<file path="config.mk">
export PLATFORM = sky130hd
export DESIGN_NAME = step_scheduler
export DESIGN_NICKNAME = d
export VERILOG_FILES = /design/src/rtl/snake_pkg.sv /design/src/rtl/step_tick_gen.sv /design/src/rtl/step_scheduler.sv
export SDC_FILE = /design/constraint.sdc
export NUM_CORES = 1
export LEC_CHECK = 0
export CAP_MARGIN = 5
export CORE_UTILIZATION = 58
export CTS_BUF_LIST = sky130_fd_sc_hd__clkbuf_16
export CTS_CLUSTER_SIZE = 20
export DETAILED_ROUTE_END_ITERATION = 8
export GPL_TIMING_DRIVEN = 0
export PLACE_DENSITY = 0.9
export SYNTH_ARGS = -nofsm -noshare
export SYNTH_HDL_FRONTEND = slang
export SYNTH_SLANG_ARGS = --single-unit
</file>
<file path="constraint.sdc">
create_clock -name clk -period 2.67 [get_ports clk]
set_input_delay 0.267 -clock clk [delete_from_list [all_inputs] [get_ports clk]]
set_output_delay 0.267 -clock clk [all_outputs]
set_load 0.01 [all_outputs]
</file>
<file path="src/rtl/snake_pkg.sv">
`default_nettype none
// ============================================================================
// snake_pkg : state/direction codes and speed helpers for the snake stepper
// Rev 1.0
// ============================================================================
package snake_pkg;

    typedef enum logic [2:0] {
        ST_IDLE  = 3'd0,
        ST_WAIT  = 3'd1,
        ST_LATCH = 3'd2,
        ST_SHIFT = 3'd3,
        ST_CHECK = 3'd4,
        ST_FOOD  = 3'd5,
        ST_DEAD  = 3'd6
    } state_t;

    typedef enum logic [1:0] {
        DIR_UP    = 2'd0,
        DIR_DOWN  = 2'd1,
        DIR_LEFT  = 2'd2,
        DIR_RIGHT = 2'd3
    } dir_t;

    localparam logic [2:0] MAX_LEVEL = 3'd7;

    // One speed level per four points, saturating at the fastest level.
    function automatic logic [2:0] speed_level(input logic [7:0] score);
        logic [7:0] quarter;
        quarter = score >> 2;
        return (quarter > {5'd0, MAX_LEVEL}) ? MAX_LEVEL : quarter[2:0];
    endfunction

    // Opposite directions share bit 1 and differ in bit 0.
    function automatic logic is_reversal(input logic [1:0] req, input logic [1:0] cur);
        return (req[1] == cur[1]) && (req[0] != cur[0]);
    endfunction

endpackage
`default_nettype wire

</file>
<file path="src/rtl/step_tick_gen.sv">
`default_nettype none
// ============================================================================
// step_tick_gen : score-dependent step period counter, held clear outside WAIT
// Rev 1.0
// ============================================================================
module step_tick_gen
    import snake_pkg::*;
#(
    parameter int BASE_PERIOD = 12_500_000,
    parameter int PERIOD_STEP = 1_250_000
) (
    input  logic       clk,
    input  logic       rst_n,
    input  logic       clear,
    input  logic [7:0] score,
    output logic       tick
);

    localparam int            CNT_W     = $clog2(BASE_PERIOD + 1);
    localparam logic [CNT_W-1:0] BASE_LAST = CNT_W'(BASE_PERIOD - 1);
    localparam logic [CNT_W-1:0] STEP_CYC  = CNT_W'(PERIOD_STEP);

    logic [CNT_W-1:0] count_q, count_d;
    logic [CNT_W-1:0] last_q, last_d;
    logic [CNT_W-1:0] w_level;

    // The terminal count is reloaded every cycle while cleared, so the value
    // held on entry to counting reflects the score at that entry edge.
    always_comb begin
        w_level = CNT_W'(speed_level(score));
        last_d  = clear ? (BASE_LAST - w_level * STEP_CYC) : last_q;
        count_d = (clear || tick) ? '0 : count_q + CNT_W'(1);
    end

    assign tick = !clear && (count_q == last_q);

    always_ff @(posedge clk or negedge rst_n) begin
        if (!rst_n) begin
            count_q <= '0;
            last_q  <= BASE_LAST;
        end else begin
            count_q <= count_d;
            last_q  <= last_d;
        end
    end

endmodule
`default_nettype wire

</file>
<file path="src/rtl/step_scheduler.sv">
`default_nettype none
// ============================================================================
// step_scheduler : per-step sequencing of the snake (wait, turn, shift, check)
// Rev 1.0
// ============================================================================
module step_scheduler
    import snake_pkg::*;
#(
    parameter int BASE_PERIOD = 12_500_000,
    parameter int PERIOD_STEP = 1_250_000
) (
    input  logic       clk,
    input  logic       rst_n,
    input  logic       run,
    input  logic [7:0] score,
    input  logic [1:0] dir_req,
    output logic       shift_req,
    input  logic       shift_ack,
    input  logic       hit_wall,
    input  logic       hit_self,
    input  logic       ate_food,
    output logic       food_req,
    input  logic       food_ack,
    output logic       dead_pulse,
    output logic       grow,
    output logic [1:0] dir_cur,
    output logic [2:0] state_out
);

    state_t state_q, state_d;
    dir_t   dir_q, dir_d;
    logic   dead_q, dead_d;
    logic   grow_q, grow_d;
    logic   w_tick;
    logic   w_clear;

    assign w_clear = (state_q != ST_WAIT);

    step_tick_gen #(
        .BASE_PERIOD (BASE_PERIOD),
        .PERIOD_STEP (PERIOD_STEP)
    ) u_tick_gen (
        .clk   (clk),
        .rst_n (rst_n),
        .clear (w_clear),
        .score (score),
        .tick  (w_tick)
    );

    always_comb begin
        state_d = state_q;
        dir_d   = dir_q;
        dead_d  = 1'b0;
        grow_d  = 1'b0;
        case (state_q)
            ST_IDLE: begin
                if (run) state_d = ST_WAIT;
            end
            ST_WAIT: begin
                if (!run)        state_d = ST_IDLE;
                else if (w_tick) state_d = ST_LATCH;
            end
            ST_LATCH: begin
                if (!is_reversal(dir_req, dir_q)) dir_d = dir_t'(dir_req);
                state_d = ST_SHIFT;
            end
            ST_SHIFT: begin
                if (shift_ack) state_d = ST_CHECK;
            end
            // A collision outranks food eaten on the same step.
            ST_CHECK: begin
                if (hit_wall || hit_self) begin
                    state_d = ST_DEAD;
                    dead_d  = 1'b1;
                end else if (ate_food) begin
                    state_d = ST_FOOD;
                    grow_d  = 1'b1;
                end else begin
                    state_d = ST_WAIT;
                end
            end
            ST_FOOD: begin
                if (food_ack) state_d = ST_WAIT;
            end
            ST_DEAD: begin
                if (!run) state_d = ST_IDLE;
            end
            default: state_d = ST_IDLE;
        endcase
    end

    always_ff @(posedge clk or negedge rst_n) begin
        if (!rst_n) begin
            state_q <= ST_IDLE;
            dir_q   <= DIR_RIGHT;
            dead_q  <= 1'b0;
            grow_q  <= 1'b0;
        end else begin
            state_q <= state_d;
            dir_q   <= dir_d;
            dead_q  <= dead_d;
            grow_q  <= grow_d;
        end
    end

    // Requests decode the state register only, keeping acks off the req paths.
    assign shift_req  = (state_q == ST_SHIFT);
    assign food_req   = (state_q == ST_FOOD);
    assign dead_pulse = dead_q;
    assign grow       = grow_q;
    assign dir_cur    = dir_q;
    assign state_out  = state_q;

endmodule
`default_nettype wire

</file>
==> results of run 1 <==
-- area by class of cell --
| cell class | count | area [um2] |
|---|---|---|
| inverters | 15 | 60.1 |
| multi-input cells | 269 | 1960 |
| clock inverters | 3 | 11.3 |
| well taps | 70 | 87.6 |
| clock buffers | 5 | 125 |
| plain buffers | 10 | 40.0 |
| flip-flops and latches | 50 | 1270 |
| fillers | 335 | 1230 |
| repair buffers | 43 | 397 |
-- per-stage QoR --
stage / worst slack (ns) / utilization (%)
final: -0.225 / 76.2
after global routing: -0.290 / 76.2
after CTS: -0.180 / 75.1
after detailed placement: -1.27 / 69.9
after global placement: -1.25 / 69.6
after floorplan: -0.354 / -
-- state kept, by name, indices dropped and copies added, names as in the netlist --
signal	count
dead_pulse	1
dir_cur	2
grow	1
state_out	3
u_tick_gen.count_q	24
u_tick_gen.last_q	19
-- cells by family after synthesis --
family	synth area share, %
AND/OR/NAND/NOR	23.3
flip-flops	40.1
multiplexers	1.07
adder cells (fa/ha/maj)	5.39
buffers and inverters	3.17
AO/OA/AOI/OAI	11.2
XOR/XNOR	15.8
-- what timing repair did --
| action | 4_1_cts | 5_1_grt |
|---|---|---|
| setup endpoints to repair | 11 | 15 |
| setup buffers | 15 | 2 |
| pin swaps | 8 | 5 |
| hold buffers | 1 | 0 |
| resized for setup | 29 | 11 |
| hold endpoints to repair | 12 | 0 |
-- per-layer routing --
layer	track usage [%]	vias up
li1	-	1292
met1	35.2	1365
met2	55.4	89
met3	5.29	30
met4	15.0	0
met5	0	-
-- final timing paths --
kind	cells after the start	slack, ns	startpoint	end
max	12	-0.22	score[3]	u_tick_gen.last_q[12]
max reg2reg	8	0.19	u_tick_gen.count_q[0]	u_tick_gen.count_q[6]
min in group clk	2	0.47	u_tick_gen.last_q[17]	u_tick_gen.last_q[17]
min	2	0.46	rst_n	u_tick_gen.count_q[18]
max in group asynchronous	3	1.62	rst_n	u_tick_gen.last_q[11]
min reg2reg	2	0.47	u_tick_gen.last_q[17]	u_tick_gen.last_q[17]
-- report_power, final --
part           total (uW)  leakage, uW  switching [uW]  internal (uW)
Combinational        1220     0.000911             714            501
Clock                 599    0.0000738             262            337
Sequential           1160     0.000626             166            995
-- synth_stat cells, types with 2 or more instances --
library cell	instances	area [um2]
and4_1	3	26.3
ha_1	12	150
nand3_1	13	65.1
mux2_2	2	22.5
dfstp_2	13	342
and2_1	3	18.8
or4_1	3	22.5
nor3_1	9	45.0
nor2b_1	4	25.0
dfrtp_1	37	926
o21a_1	6	45.0
nor4_1	4	25.0
o22ai_1	2	12.5
or3_1	3	18.8
a21oi_1	17	85.1
a21o_1	3	22.5
clkbuf_1	9	33.8
and3_1	3	18.8
nand4_1	12	75.1
nor2_1	50	188
inv_2	2	7.51
xnor2_1	34	298
inv_1	12	45.0
nand2_1	24	90.1
o21ai_1	7	35.0
nor4_2	3	37.5
xor2_1	23	201
o21ai_0	8	40.0
-- critical path, stage by stage --
cell	delay [ns]
buf_6	0.09
or4_4	0.58
ha_4	0.31
ha_4	0.13
inv_2	0.04
fa_2	0.53
nor2b_4	0.17
nand4_4	0.13
nor4b_4	0.19
a2111oi_4	0.36
nand4_1	0.14
nor3b_2	0.17
==> impl_metrics.py, run 1 <==
metrics = {
    "detailed_routing": {
        "drt_iter0_drc": 123,
        "met1Wirelength_um": 3240,
        "met2_length_um": 4250,
        "drtPass1Iterations": 4,
        "via_count": 2776,
        "routed_wl_um": 8060,
        "top_layer_used": "met4",
        "drtAntennaViolNets": 0,
        "wl_met3_um": 278,
        "viasPerCell": 5.97,
        "avgRoutedWirePerCell_um": 17.3,
        "drc": 0,
    },
    "global_route": {
        "grt_first_pass_wirelength_um": 13100,
        "grt_antenna_before_repair": 0,
        "grt_max_degree": 32,
        "grt_pass1_vias": 2850,
        "grtUsageTotal_pct": 30.8,
        "global_route.overflow_total": 0,
    },
    "run_status": {
        "outcome": "complete, but fails checks",
        "violations": "negative setup slack",
    },
    "cells_and_area": {
        "final_cell_area_mm2": 0.00394,
        "layout_common_cells": "47 x nor2_1, 37 x dfrtp_1, 31 x xnor2_1",
        "nets": 425,
        "areaGrowthSynthToFinish_pct": 24.8,
        "drive_above_1_share_pct": 19.7,
        "insertedDiodeCount": 0,
        "stdcell_count": 465,
        "layout_commonest_cell": "nor2_1",
    },
    "worst_setup_path": {
        "cp.arrival_ns": 3.11,
        "crit_path_end_kind": "flip-flop",
        "cp-start-kind": "input pin",
        "crit_required_ns": 2.89,
        "path_max_fanout": 4,
        "criticalPathCategory": "input pin to flip-flop",
    },
    "timing": {
        "finClkSkew_ns": 0.00637,
        "setup_viol": 4,
        "final.min_clock_period_ns": 2.89,
        "finalHoldViolCount": 0,
        "fmax_mhz": 345,
        "finalCritPeriodShare_pct": 108,
        "rsz0062_at_grt": "yes",
        "tightest_slew_ns": 0.845,
        "maxSlewViolCount": 0,
        "relSlewSlack_pct": 43.1,
        "fin_tns_setup_ns": -0.360,
        "holdWs_ns": 0.457,
        "setup_slack_ns": -0.225,
    },
    "cts": {
        "cts_buffer_depth": 2,
        "clkSinkCount": 50,
        "clkTransAtPathRegs_ns": 0.06,
        "ctsHtreeMaxLevel": 2,
        "cts_root_buffer": "clkbuf_16",
        "cts-buffers-inserted": 5,
        "cts_tree": "built",
        "clock_latency_ns": 0.29,
    },
    "floorplanning": {
        "coreArea_mm2": 0.00517,
        "rows": 26,
        "fp.dieH_um": 75.8,
        "die_area_mm2": 0.00575,
        "io_pins": 27,
        "die_w_um": 75.8,
        "initial_core_util_pct": 61.1,
    },
    "pwr": {
        "total_power_uw": 2980,
        "leakagePower_uw": 0.00161,
        "peakVddDrop_uv": 433,
        "p_per_area_mw_per_mm2": 755,
    },
    "run": {
        "cap_violations": 0,
    },
    "placed_design": {
        "io_buffers": 24,
        "dp_cells": 440,
        "placed_area_mm2": 0.00362,
        "place_congestion": 0.856,
        "hpwlAfterDp_um": 5510,
    },
    "logic_synthesis": {
        "synthesis.area_mm2": 0.00316,
        "yosysSeqAreaShare_pct": 40.1,
        "syn_area_per_cell_um2": 9.16,
        "async_flop_share_pct": 100,
        "synth_nets": 376,
        "synth-main-ff-cell": "dfrtp_1",
        "synth.distinct_cells": 52,
        "synth-seq-cells": 50,
        "synth_edf_count": 0,
        "ys_warn_count": 0,
        "syn-instance-count": 345,
    },
    "hold_path": {
        "holdCritPathClass": "input pin to async pin",
    },
}
Power figures use the tool's default switching activity.
==> run 2: changes to the inputs <==
Settings changed: CORE_MARGIN from default to 3.
==> impl_metrics.py, run 2 (synthesis gave the netlist of run 1 again) <==
metrics = {
    "detailed_routing": {
        "drt_iter0_drc": 125,
        "drtAntennaViolNets": 0,
        "drc": 0,
        "viasPerCell": 5.89,
        "drtPass1Iterations": 4,
        "avgRoutedWirePerCell_um": 16.9,
        "via_count": 2715,
        "routed_wl_um": 7800,
    },
    "global_route": {
        "grt_max_degree": 30,
        "global_route.overflow_total": 0,
        "grt_antenna_before_repair": 0,
        "grtUsageTotal_pct": 25.7,
        "grt_first_pass_wirelength_um": 13000,
        "grt_pass1_vias": 2780,
    },
    "cells_and_area": {
        "largest_reg_flops": 24,
        "layout_commonest_cell": "nor2_1",
        "regMostFlops": "u_tick_gen.count_q",
        "layout_common_cells": "49 x nor2_1, 37 x dfrtp_1, 32 x xnor2_1",
        "seq_area_mm2": 0.00127,
        "nets": 421,
        "insertedDiodeCount": 0,
        "multiInputGateArea_mm2": 0.00195,
        "drive_above_1_share_pct": 18.7,
        "areaGrowthSynthToFinish_pct": 23.8,
        "utilization_pct": 75.6,
        "nFillCells": 343,
    },
    "cts": {
        "clkTransAtPathRegs_ns": 0.06,
        "ctsHtreeMaxLevel": 2,
        "cts_tree": "built",
        "cts_root_buffer": "clkbuf_16",
        "cts-buffers-inserted": 5,
        "clock_latency_ns": 0.29,
        "clkSinkCount": 50,
        "cts_buffer_depth": 2,
    },
    "timing": {
        "tightest_slew_ns": 0.769,
        "final.min_clock_period_ns": 2.90,
        "setup_viol": 3,
        "fmax_mhz": 345,
        "finalCritPeriodShare_pct": 109,
        "maxSlewViolCount": 0,
        "holdWs_ns": 0.414,
        "relSlewSlack_pct": 48.3,
        "fin_tns_setup_ns": -0.320,
        "rsz0062_at_grt": "yes",
        "setup_slack_ns": -0.227,
        "finalHoldViolCount": 0,
        "finClkSkew_ns": 0.00551,
    },
    "pwr": {
        "p_per_area_mw_per_mm2": 746,
        "leakagePower_uw": 0.00159,
        "internal_power_uw": 1830,
        "swShare_pct": 37.4,
        "clkPwrFrac_pct": 20.4,
        "combinationalPowerShare_pct": 40.1,
        "power_switching_uw": 1090,
        "peakVddDrop_uv": 407,
        "seqPwrFrac_pct": 39.5,
    },
    "run": {
        "cap_violations": 0,
    },
    "worst_setup_path": {
        "criticalPathCategory": "input pin to flip-flop",
        "rrSetupSlack_ns": 0.09,
        "cp_slowest_cell": "or4_4",
        "cp-start-kind": "input pin",
        "path_max_fanout": 4,
        "critical-path-top-cell-by-count": "ha_4",
        "path_cells": "buf_8 -> or4_4 -> ha_4 -> ha_4 -> inv_2 -> fa_2 -> xor2_2 -> nand4_4 -> nor4b_4 -> a2111oi_4 -> nand4_1 -> nor3b_2",
        "cp.arrival_ns": 3.12,
        "crit_path_end_kind": "flip-flop",
        "slowest_delay_ns": 0.59,
        "crit_required_ns": 2.89,
    },
    "placed_design": {
        "io_buffers": 24,
        "hpwlAfterDp_um": 5600,
        "place_congestion": 0.871,
    },
    "floorplanning": {
        "rows": 26,
        "coreArea_mm2": 0.00517,
        "io_pins": 27,
        "initial_core_util_pct": 61.1,
        "die_area_mm2": 0.00637,
        "die_w_um": 79.8,
        "fp.dieH_um": 79.8,
    },
    "hold_path": {
        "holdCritPathClass": "input pin to flip-flop",
    },
    "run_status": {
        "outcome": "complete, but fails checks",
        "violations": "negative setup slack",
    },
}
==> run 2: layout make-up <==
cell class,instances,area share (%)
clock inverter,3,0.288
multi-input combinational,269,50.0
buffer,10,1.02
clock buffer,5,3.20
sequential,50,32.4
timing repair buffer,39,9.34
tap,70,2.24
inverter,15,1.54
==> run 2: worst paths after layout <==
kind,start,end,cells after the start
min reg2reg,u_tick_gen.last_q[17],u_tick_gen.last_q[17],2
max reg2reg,u_tick_gen.count_q[0],u_tick_gen.count_q[20],8
min,score[5],u_tick_gen.last_q[23],5
min in group asynchronous,rst_n,u_tick_gen.count_q[4],2
max in group asynchronous,rst_n,u_tick_gen.last_q[21],3
max,score[7],u_tick_gen.last_q[12],12
==> run 2: timing repair <==
item | CTS | global route
hold buffers | 1 | 0
pin swaps | 8 | 5
endpoints found under the setup margin | 10 | 25
setup buffers | 12 | 1
hold endpoints to repair | 19 | 0
gates resized for setup | 30 | 9
==> run 2: worst max-delay path, delay by kind of cell <==
family,cells,cell delay [ns]
fa+ha+maj,3,0.84
compound gates,1,0.36
simple gates,5,1.24
buf+inv,2,0.13
xor+xnor,1,0.29
==> run 2: metrics by stage <==
stage / total power (uW) / setup WS [ns] / std cells / instance area [um2]
final: 2920 / -0.227 / 461 / 3910
after global routing: 3090 / -0.375 / 461 / 3910
after CTS: 2900 / -0.194 / 460 / 3870
after detailed placement: 2290 / -1.34 / 440 / 3620
after global placement: 2230 / -1.25 / 439 / 3600
after floorplan: 1910 / -0.354 / 345 / 3270
==> run 2: power by group through the flow <==
stage	clock network (uW)	registers (uW)	logic (uW)
3_3_place_gp	0	1150	1080
6_report	595	1150	1170
4_1_cts	600	1150	1150
2_1_floorplan	0	1140	777
5_1_grt	627	1180	1290
3_5_place_dp	0	1160	1130
==> run 2: per-layer routing <==
layer	part of all wire, %	vias up	routed length (um)	global-route usage [%]
li1	-	1285	-	-
met1	40	1320	3120	30.9
met2	53	79	4120	45.6
met3	3.6	31	279	3.61
met4	3.5	0	275	11.5
met5	0	-	0	0
==> run 3: changes to the inputs <==
Settings changed: CORE_UTILIZATION 58 to 60, PLACE_DENSITY 0.9 to 0.92.
Clock period 2.67 ns to 3.35 ns, I/O delays scaled along.
==> impl_metrics.py, run 3 (synthesis gave the netlist of run 1 again) <==
metrics = {
    "timing": {
        "finalCritPeriodShare_pct": 101,
        "final.min_clock_period_ns": 3.40,
        "relSlewSlack_pct": 39.9,
        "maxSlewViolCount": 0,
        "fin_tns_setup_ns": -0.0456,
        "tightest_slew_ns": 0.893,
        "finalHoldViolCount": 0,
        "setup_viol": 1,
        "finClkSkew_ns": 0.00624,
        "fmax_mhz": 294,
        "rsz0062_at_grt": "yes",
        "setup_slack_ns": -0.0456,
    },
    "floorplanning": {
        "initial_core_util_pct": 64.3,
        "rows": 25,
        "die_area_mm2": 0.00617,
        "fp.dieH_um": 78.6,
        "io_pins": 27,
        "die_w_um": 78.6,
        "coreArea_mm2": 0.00491,
    },
    "worst_setup_path": {
        "crit_start": "score[6]",
        "r2r_end": "u_tick_gen.count_q[16]",
        "crit_required_ns": 3.57,
        "cp_slowest_cell": "or4_1",
        "cp-start-kind": "input pin",
        "r2r_cells": 8,
        "rrSetupSlack_ns": 0.76,
        "cp.arrival_ns": 3.62,
        "slowest_delay_ns": 0.54,
        "rr_startpoint": "u_tick_gen.count_q[0]",
        "criticalPathCategory": "input pin to flip-flop",
        "cp-endpoint": "u_tick_gen.last_q[12]",
        "crit_path_end_kind": "flip-flop",
        "path_max_fanout": 9,
        "path_cells": "dlygate4sd2_1 -> or4_1 -> buf_6 -> ha_4 -> ha_1 -> inv_1 -> fa_2 -> nor2b_4 -> nand4_4 -> and4_4 -> a2111oi_4 -> nand4_1 -> nor3b_2",
    },
    "detailed_routing": {
        "drt_iter0_drc": 112,
        "via_count": 2648,
        "drc": 0,
        "routed_wl_um": 7230,
        "drtPass1Iterations": 4,
        "drtAntennaViolNets": 0,
        "avgRoutedWirePerCell_um": 16.1,
        "viasPerCell": 5.88,
    },
    "cells_and_area": {
        "areaGrowthSynthToFinish_pct": 20.0,
        "insertedDiodeCount": 0,
        "layout_commonest_cell": "nor2_1",
        "utilization_pct": 77.2,
        "nFillCells": 324,
        "regMostFlops": "u_tick_gen.count_q",
        "layout_common_cells": "50 x nor2_1, 37 x dfrtp_1, 34 x xnor2_1",
        "stdcell_count": 450,
        "largest_reg_flops": 24,
        "nets": 413,
        "drive_above_1_share_pct": 12.5,
    },
    "global_route": {
        "grt_pass1_vias": 2652,
        "grt_max_degree": 33,
        "grt_antenna_before_repair": 0,
        "global_route.overflow_total": 0,
        "grt_first_pass_wirelength_um": 12300,
        "grtUsageTotal_pct": 25.0,
    },
    "run_status": {
        "violations": "negative setup slack",
        "outcome": "complete, but fails checks",
    },
    "pwr": {
        "peakVddDrop_uv": 325,
        "seqPwrFrac_pct": 37.4,
        "clkPwrFrac_pct": 26.2,
        "combinationalPowerShare_pct": 36.5,
        "power_switching_uw": 866,
        "total_power_uw": 2460,
        "leakagePower_uw": 0.00151,
        "swShare_pct": 35.3,
        "p_per_area_mw_per_mm2": 648,
        "internal_power_uw": 1590,
    },
    "cts": {
        "cts_buffer_depth": 2,
        "cts_root_buffer": "clkbuf_16",
        "ctsHtreeMaxLevel": 2,
        "clkTransAtPathRegs_ns": 0.07,
        "cts_tree": "built",
        "clkSinkCount": 50,
        "cts-buffers-inserted": 5,
        "clock_latency_ns": 0.29,
    },
    "placed_design": {
        "hpwlAfterDp_um": 5300,
        "dp_cells": 437,
        "place_congestion": 0.871,
        "dp_slack_ns": -0.794,
        "io_buffers": 24,
    },
    "hold_path": {
        "holdCritPathClass": "flip-flop to flip-flop",
        "worstHoldStart": "u_tick_gen.last_q[4]",
    },
    "run": {
        "cap_violations": 0,
    },
}
[run 3: metal layers]
layer | track usage, % | vias up | routed length, um
met5 | 0 | - | 0
met1 | 30.1 | 1293 | 3080
met4 | 10.7 | 0 | 218
met2 | 43.2 | 67 | 3660
li1 | - | 1266 | -
met3 | 4.93 | 22 | 269
[run 3: how the worst min path moves through the flow]
stage | cells after the start | to
detailed placement | 1 | u_tick_gen.count_q[18]
global route | 2 | u_tick_gen.last_q[17]
CTS | 2 | u_tick_gen.last_q[4]
finish | 2 | u_tick_gen.last_q[4]
global placement | 2 | u_tick_gen.last_q[4]
floorplan | 0 | dead_pulse
[run 3: worst max-delay path, delay by kind of cell]
kind	cells	cell delay, ns
AOI/OAI and AO/OA	1	0.36
adders and majority gates	3	0.97
and+or+nand+nor	6	1.42
buffers and inverters	3	0.53
[run 3: layout make-up]
| class | instances | area [um2] | share of cell area [%] |
|---|---|---|---|
| repair buffers | 30 | 288 | 7.59 |
| multi-input cells | 269 | 1860 | 49.0 |
| plain buffers | 11 | 48.8 | 1.29 |
| flip-flops and latches | 50 | 1270 | 33.4 |
| well taps | 67 | 83.8 | 2.21 |
| inverters | 15 | 57.6 | 1.52 |
| clock buffers | 5 | 125 | 3.30 |
| clock inverters | 3 | 63.8 | 1.68 |
[run 3: timing repair]
item	CTS	global route
pin swaps	1	5
setup buffers	0	4
hold endpoints to repair	16	0
resized for setup	10	8
endpoints found under the setup margin	5	4
hold buffers	1	0
[run 3: metrics by stage]
| step | instance area [um2] | hold slack, ns |
|---|---|---|
| finish | 3790 | 0.471 |
| global placement | 3480 | 0.456 |
| global route | 3790 | 0.494 |
| CTS | 3740 | 0.472 |
| detailed placement | 3500 | 0.298 |
| floorplan | 3160 | 0.0394 |
[run 3: power groups by stage]
stage	Clock (uW)	Sequential [uW]	Combinational, uW
6_report	642	918	896
5_1_grt	675	939	994
4_1_cts	649	919	888
3_5_place_dp	0	929	872
3_3_place_gp	0	919	833
2_1_floorplan	0	907	597
